[config.mk]
export PLATFORM = sky130hd
export DESIGN_NAME = serial_sub
export DESIGN_NICKNAME = d
export VERILOG_FILES = /design/src/rtl/serial_sub_pkg.sv /design/src/rtl/fs_cell.sv /design/src/rtl/serial_sub.sv
export SDC_FILE = /design/constraint.sdc
export NUM_CORES = 1
export LEC_CHECK = 0
export CORE_UTILIZATION = 56
export CTS_BUF_LIST = sky130_fd_sc_hd__clkbuf_8
export DETAILED_ROUTE_END_ITERATION = 6
export GPL_ROUTABILITY_DRIVEN = 0
export GPL_TIMING_DRIVEN = 0
export PLACE_DENSITY = 0.9
export SLEW_MARGIN = 10
export SYNTH_ARGS = -nofsm -noshare
export SYNTH_HDL_FRONTEND = slang
export SYNTH_SLANG_ARGS = --single-unit
[constraint.sdc]
create_clock -name clk -period 2.9 [get_ports clk]
set_input_delay 0.435 -clock clk [delete_from_list [all_inputs] [get_ports clk]]
set_output_delay 0.435 -clock clk [all_outputs]
set_load 0.01 [all_outputs]
[src/rtl/serial_sub_pkg.sv]
`default_nettype none
// ============================================================================
//  Module   : serial_sub_pkg
//  Purpose  : Shared types and constants for the bit-serial subtractor.
//  Revision : 1.0  initial release
// ============================================================================
package serial_sub_pkg;

  // Narrowest operand the serial datapath is meant to handle.
  localparam int unsigned MIN_WIDTH = 2;

  // Controller states, explicitly encoded.
  typedef enum logic [1:0] {
    IDLE = 2'd0,
    RUN  = 2'd1,
    DONE = 2'd2
  } state_e;

endpackage
`default_nettype wire

[src/rtl/fs_cell.sv]
`default_nettype none
// ============================================================================
//  Module   : fs_cell
//  Purpose  : One-bit full subtractor (x - y - c), borrow out on c_next.
//  Revision : 1.0  initial release
// ============================================================================
module fs_cell (
  input  logic x,
  input  logic y,
  input  logic c,
  output logic d,
  output logic c_next
);

  // Difference bit and borrow generation for a single bit position.
  always_comb begin
    d      = x ^ y ^ c;
    c_next = (~x & y) | (~x & c) | (y & c);
  end

endmodule
`default_nettype wire

[src/rtl/serial_sub.sv]
`default_nettype none
// ============================================================================
//  Module   : serial_sub
//  Purpose  : Bit-serial subtractor, diff = a - b - bin, LSB first, one bit
//             per clock through a single full-subtractor cell.
//  Revision : 1.0  initial release
// ============================================================================
module serial_sub
  import serial_sub_pkg::*;
#(
  parameter int WIDTH = 8
) (
  input  logic             clk,
  input  logic             rst_n,
  input  logic             start,
  input  logic [WIDTH-1:0] a,
  input  logic [WIDTH-1:0] b,
  input  logic             bin,
  output logic             busy,
  output logic             done,
  output logic [WIDTH-1:0] diff,
  output logic             bout,
  output logic             ovf
);

  // Counter needs one spare bit so it can reach WIDTH without wrapping.
  localparam int            CW       = $clog2(WIDTH) + 1;
  localparam logic [CW-1:0] LAST_BIT = CW'(WIDTH - 1);

  state_e           state_q, state_d;
  logic [WIDTH-1:0] a_q, a_d;        // minuend shifter; result bits enter at the top
  logic [WIDTH-1:0] b_q, b_d;        // subtrahend shifter
  logic             borrow_q, borrow_d;
  logic [CW-1:0]    cnt_q, cnt_d;
  logic [WIDTH-1:0] diff_q, diff_d;
  logic             bout_q, bout_d;
  logic             ovf_q, ovf_d;

  logic cell_d;
  logic cell_c_next;
  logic accept;
  logic last;

  // Start is honoured whenever no operation is in flight (IDLE or DONE).
  assign accept = start && (state_q != RUN);
  // True in the RUN cycle whose closing edge processes the MSB.
  assign last   = (state_q == RUN) && (cnt_q == LAST_BIT);

  // The only per-bit arithmetic: current LSBs plus the stored borrow.
  fs_cell u_fs_cell (
    .x      (a_q[0]),
    .y      (b_q[0]),
    .c      (borrow_q),
    .d      (cell_d),
    .c_next (cell_c_next)
  );

  // State register.
  always_ff @(posedge clk or negedge rst_n) begin
    if (!rst_n) begin
      state_q <= IDLE;
    end else begin
      state_q <= state_d;
    end
  end

  // Next-state logic.
  always_comb begin
    state_d = state_q;
    case (state_q)
      IDLE:    if (start) state_d = RUN;
      RUN:     if (last)  state_d = DONE;
      DONE:    state_d = start ? RUN : IDLE;
      default: state_d = IDLE;
    endcase
  end

  // Output decode from the current state.
  always_comb begin
    busy = (state_q == RUN);
    done = (state_q == DONE);
  end

  // Datapath next values: capture on accept, shift one bit per RUN cycle.
  always_comb begin
    a_d      = a_q;
    b_d      = b_q;
    borrow_d = borrow_q;
    cnt_d    = cnt_q;
    diff_d   = diff_q;
    bout_d   = bout_q;
    ovf_d    = ovf_q;
    if (accept) begin
      a_d      = a;
      b_d      = b;
      borrow_d = bin;
      cnt_d    = '0;
    end else if (state_q == RUN) begin
      a_d      = {cell_d, a_q[WIDTH-1:1]};
      b_d      = {1'b0, b_q[WIDTH-1:1]};
      borrow_d = cell_c_next;
      cnt_d    = cnt_q + 1'b1;
      if (last) begin
        // Publish all results together; borrow_q is the borrow into the MSB.
        diff_d = {cell_d, a_q[WIDTH-1:1]};
        bout_d = cell_c_next;
        ovf_d  = borrow_q ^ cell_c_next;
      end
    end
  end

  // Datapath and result registers.
  always_ff @(posedge clk or negedge rst_n) begin
    if (!rst_n) begin
      a_q      <= '0;
      b_q      <= '0;
      borrow_q <= 1'b0;
      cnt_q    <= '0;
      diff_q   <= '0;
      bout_q   <= 1'b0;
      ovf_q    <= 1'b0;
    end else begin
      a_q      <= a_d;
      b_q      <= b_d;
      borrow_q <= borrow_d;
      cnt_q    <= cnt_d;
      diff_q   <= diff_d;
      bout_q   <= bout_d;
      ovf_q    <= ovf_d;
    end
  end

  assign diff = diff_q;
  assign bout = bout_q;
  assign ovf  = ovf_q;

endmodule
`default_nettype wire

### Word-level counts from Yosys, hierarchy flattened

Cells that the tools add are included.

* register bits: 33
* bits in latches: 0
* RAM bits: 0
* memory bits (read-only): 0
* output and inout bits: 12
* logic and storage cells: 43
* memories kept: 0

* add/subtract/negate cells: 1
* multiply operators: 0
* div/mod/pow operators: 0
* magnitude comparators: 0
* eq/ne operators: 6
* shifts and indexed selects: 0
* mux-type cells: 12
* bitwise logic cells: 10
* reduce and logical (&&, ||, !) cells: 6

Operator list (number)
* two-way mux 8 bit: 4
* two-way mux 4 bit: 2
* one-hot mux 2 bit (3 select lines): 1
* adder 4 x 1 -> 4 bit (second input constant): 1
* equality test 4 x 3 -> 1 bit (second input constant): 1
* two-way mux 2 bit: 2
* inequality test 2 x 1 -> 1 bit (second input constant): 2
* bitwise AND 1 bit: 3
* two-way mux 1 bit: 3
* AND reduction 3 bit: 1
* bitwise XOR 1 bit: 3
* equality test 2 x 1 -> 1 bit (second input constant): 1
* equality test 2 bit (second input constant): 1
* logical AND 1 bit: 2
* zero test 2 bit: 1
* inequality test 2 bit (second input constant): 1
* inverter 1 bit: 2
* bitwise OR 1 bit: 2
* AND reduction 2 bit: 1
* nonzero test 2 bit: 1

### Longest topological paths before layout

* word-level depth: 6
* depth in mapped cells: 6
* mapped depth without buffers: 4

### By module

From an unflattened synthesis, not the netlist that was laid out.

* cells, all modules: 125
* area total of the unflattened synthesis: 1480.2 sq um

By module, submodules not included
* serial_sub: instances 1, cells an instance 122, area each 1452.6 sq um
* fs_cell: instances 1, cells an instance 3, area each 27.5 sq um

### Least setup slack after synthesis

Ideal clock, no wire load.

* path kind: register -> register
* start point: reg borrow_q
* end point: reg ovf_q, in the netlist ovf
* setup time: 0.125 ns
* arrival: 1.272 ns
* required time: 2.775 ns
* path slack: 1.503 ns
* stages on the path, launching flop included: 4
* path buffers: 0
* cells stage by stage: dfrtp_1 -> fa_1 -> xor2_1 -> mux2_2

* longest elaborated chain between the ends: 4
* elaborated cells between the ends (all ways): 5
* those cells by class: bitwise: 5

RTL lines
* from (decl): RTL line serial_sub.sv:33 `logic borrow_q, borrow_d;`
* from (signal assigned): RTL line serial_sub.sv:125 `borrow_q <= borrow_d;`
* bitwise AND 1 bit: RTL line fs_cell.sv:18 `c_next = (~x & y) | (~x & c) | (y & c);`
* bitwise OR 1 bit: RTL line fs_cell.sv:18
* bitwise OR 1 bit (*): RTL line fs_cell.sv:18
* via cell_c_next: RTL line serial_sub.sv:40 `logic cell_c_next;`
* bitwise XOR 1 bit (*): RTL line serial_sub.sv:107 `ovf_d = borrow_q ^ cell_c_next;`
* to (signal assigned): RTL line serial_sub.sv:129 `ovf_q <= ovf_d;`
* to (decl): RTL line serial_sub.sv:37 `logic ovf_q, ovf_d;`

Mark *: on every way through the listed nets, which the timed path passes. The rest lies on a longest branch.
A chain may end at the register's enable or synchronous reset.

### Worst setup path in the final report

* start point: reg state_q[1]
* end point: out busy

* longest elaborated chain between the ends: 1

RTL lines
* from (decl): RTL line serial_sub.sv:30 `state_e state_q, state_d;`
* from (signal assigned): RTL line serial_sub.sv:63 `state_q <= state_d;`
* equality test 2 x 1 -> 1 bit: RTL line serial_sub.sv:80 `busy = (state_q == RUN);`
* to (decl): RTL line serial_sub.sv:19 `output logic busy,`

No other way between the ends.

==> metrics.md <==
| Metric | Value |
|---|---|
| Fin util | 0.757 |
| Mapped Cells | 125 |
| Setup TNS | 0 ns |
| # IOs | 32 |
| Yosys warning count | 0 |
| Setup violators final | 0 |
| Diodes inserted | 0 |
| Fin. max-slew vios | 0 |
| Status | completed |
| Minimum clock period | 2.29 ns |
| Fin Hold WS | 0.203 ns |
| Initial antenna violation count | 0 |
| Max Cap Viol | 0 |
| Ratio of cells with drive above 1 in the final layout | 0.168 |
| Syn Area/Cell | 11.9 um^2 |
| Gr ovfl total | 0 |
| Final hold vios | 0 |
| Final Routed Wirelength | 3000 um |
| Syn Nets | 147 |
| Tightest Pin Transition | 0.723 ns |
| Core Area | 2500 um^2 |
| Router iterations before antenna repair | 5 |
| Final Non-Filler Cells | 191 |
| Site Rows | 18 |
| Leakage Power | 0.860 nW |
| Mapped Area | 1490 um^2 |
| RSZ-0062 raised after global routing | no |
| Pin count of the biggest net entering global routing | 34 |
| Setup bufs post-CTS | 0 |
| Final Net Count | 184 |
| Die area | 2860 um^2 |
| Clock-pin slew on the worst setup and hold paths | 0.07 ns |
| Die Height | 53.5 um |
| Chip width | 53.5 um |
| PwrDens | 1010 nW/um^2 |
| Vias | 1073 |
| Worst path arrival time | 1.86 ns |
| Largest cells by area after synthesis | dfrtp_1 (56%), mux2i_1 (12%), mux2_2 (7.6%) |
| Post-CTS Hold Fix Bufs | 0 |
| Placed Area | 1820 um^2 |
| Setup Crit Path Kind | reg -> out |
| Skew final | 0.00619 ns |
| Worst-Skew Late Latency | 0.29 ns |
| Clk root buf | clkbuf_8 |
| H-tree lvl count | 2 |
| Initial Utilization | 0.595 |
| Cells after DPL | 185 |
| Slew Limit Headroom | 0.518 |
| CP Max Fanout | 10 |
| Overall Global Routing Usage | 0.261 |
| Share of the synthesized area in the top cell type | 0.556 |
| Final ANT Viol Nets | 0 |
| #FFs+latches synth | 33 |
| First-pass GRT wire length | 4960 um |
| Dpl hpwl | 2110 um |
| Area Growth Syn to Fin | 27.4% |
| Vias in the first global route | 1095 |
| Flop-to-flop setup slack | 1.38 ns |
| Netlist cell types | 24 |
| Design Area, Final | 1890 um^2 |
| Worst EP required | 2.47 ns |
| Final worst path period share | 0.791 |
| Post-CTS Resized | 0 |
| Iter 0 DRT Violations | 12 |
| Cell taking the most area after synthesis | dfrtp_1 |
| Worst setup EP type | output port |
| CTS tree | yes |
| Max VDD drop | 0.761 mV |
| Peak Freq | 0.436 GHz |
| TritonCTS Buffers | 5 |
| TritonCTS Sinks | 33 |
| Hold Path Class | in -> async |
| Sequential area share after synthesis | 0.556 |
| CP startpoint kind | flop |
| Fillers | 175 |
| Drt via density | 5.62 |
| IO Port Bufs | 30 |
| DRC | 0 |
| Avg WL per Cell | 15.7 um |
| Clock Path Buffers | 2 |
## cell type report
class / instances / area [um^2] / share of cell area
flip-flops and latches: 33 / 826 / 0.436
multi-input cells: 81 / 594 / 0.314
repair buffers: 30 / 295 / 0.156
clock buffers: 5 / 68.8 / 0.0364
plain buffers: 7 / 51.3 / 0.0271
well taps: 30 / 37.5 / 0.0198
inverters: 4 / 15.0 / 0.00793
clock inverters: 1 / 5.00 / 0.00264
## routing by layer
| layer | track usage | vias up | wire (um) |
|---|---|---|---|
| met5 | 0 | - | 0 |
| li1 | - | 499 | - |
| met1 | 0.315 | 543 | 1270 |
| met2 | 0.417 | 25 | 1520 |
| met3 | 0.103 | 6 | 151 |
| met4 | 0.105 | 0 | 53 |
## registers in the layout, indices dropped and copies added (netlist names)
| signal | count |
|---|---|
| a_q | 8 |
| b_q | 8 |
| borrow_q | 1 |
| bout | 1 |
| cnt_q | 4 |
| diff | 8 |
| ovf | 1 |
| state_q | 2 |
## path summary, 6_finish.rpt
kind / from / endpoint / cells after the start
setup / recovery: state_q[1] / busy / 5
hold / removal: rst_n / cnt_q[0] / 1
setup reg to reg: cnt_q[0] / diff[3] / 5
hold reg to reg: b_q[4] / b_q[3] / 2
max in group asynchronous: rst_n / b_q[4] / 1
min in group clk: b_q[4] / b_q[3] / 2
## cell usage after synthesis, drive strengths merged
cell type  instances
and3               1
a211oi             1
mux2              10
and2b              1
buf                6
a311o              1
nand3              2
fa                 1
mux2i             18
xor2               1
nand2             19
nor2b              1
clkbuf             1
a21oi              1
nor2               1
inv                4
nor3               2
ha                 1
nand2b             1
dfrtp             33
o21ai             19
## placed cells by master, fill, tap and decap left out, types with 2 or more instances in the layout
cell / netlist / layout
clkbuf_8: 0 / 5
dfrtp_1: 33 / 33
o21ai_0: 19 / 19
nand2_1: 19 / 19
inv_1: 4 / 4
buf_4: 2 / 2
mux2_2: 10 / 10
buf_6: 2 / 2
nand3_1: 2 / 2
clkdlybuf4s50_1: 0 / 29
mux2i_1: 18 / 18
buf_2: 2 / 3
## logic make-up (layout without fill, tap and decap cells)
kind of cell,after synthesis,after routing,share of synthesized area
DFF,33,33,0.556
muxes,28,28,0.197
and+or+nand+nor,28,28,0.0951
AOI/OAI and AO/OA,22,22,0.0800
buffers and inverters,11,47,0.0446
adders and majority gates,2,2,0.0219
xor gates and xnor gates,1,1,0.00589
## where the power goes
group	switching [mW]	total [mW]	internal, mW	leakage (nW)
registers	0.148	0.823	0.674	0.401
clock network	0.157	0.314	0.157	0.0399
logic	0.362	0.770	0.408	0.419
## metrics by stage
step,total power [mW],worst slack (ns)
final,1.91,0.606
after global routing,2.05,0.521
after CTS,1.92,0.606
after detailed placement,1.60,0.928
after global placement,1.55,0.795
after floorplan,1.27,1.50
## critical path: stages, from the launching register on
cell and delay (ns):
dfrtp_1 0.38, nand2b_4 0.18, inv_1 0.10, buf_4 0.17, buf_4 0.19, clkdlybuf4s50_1 0.55
No activity file was read; power rests on OpenSTA's default activity.
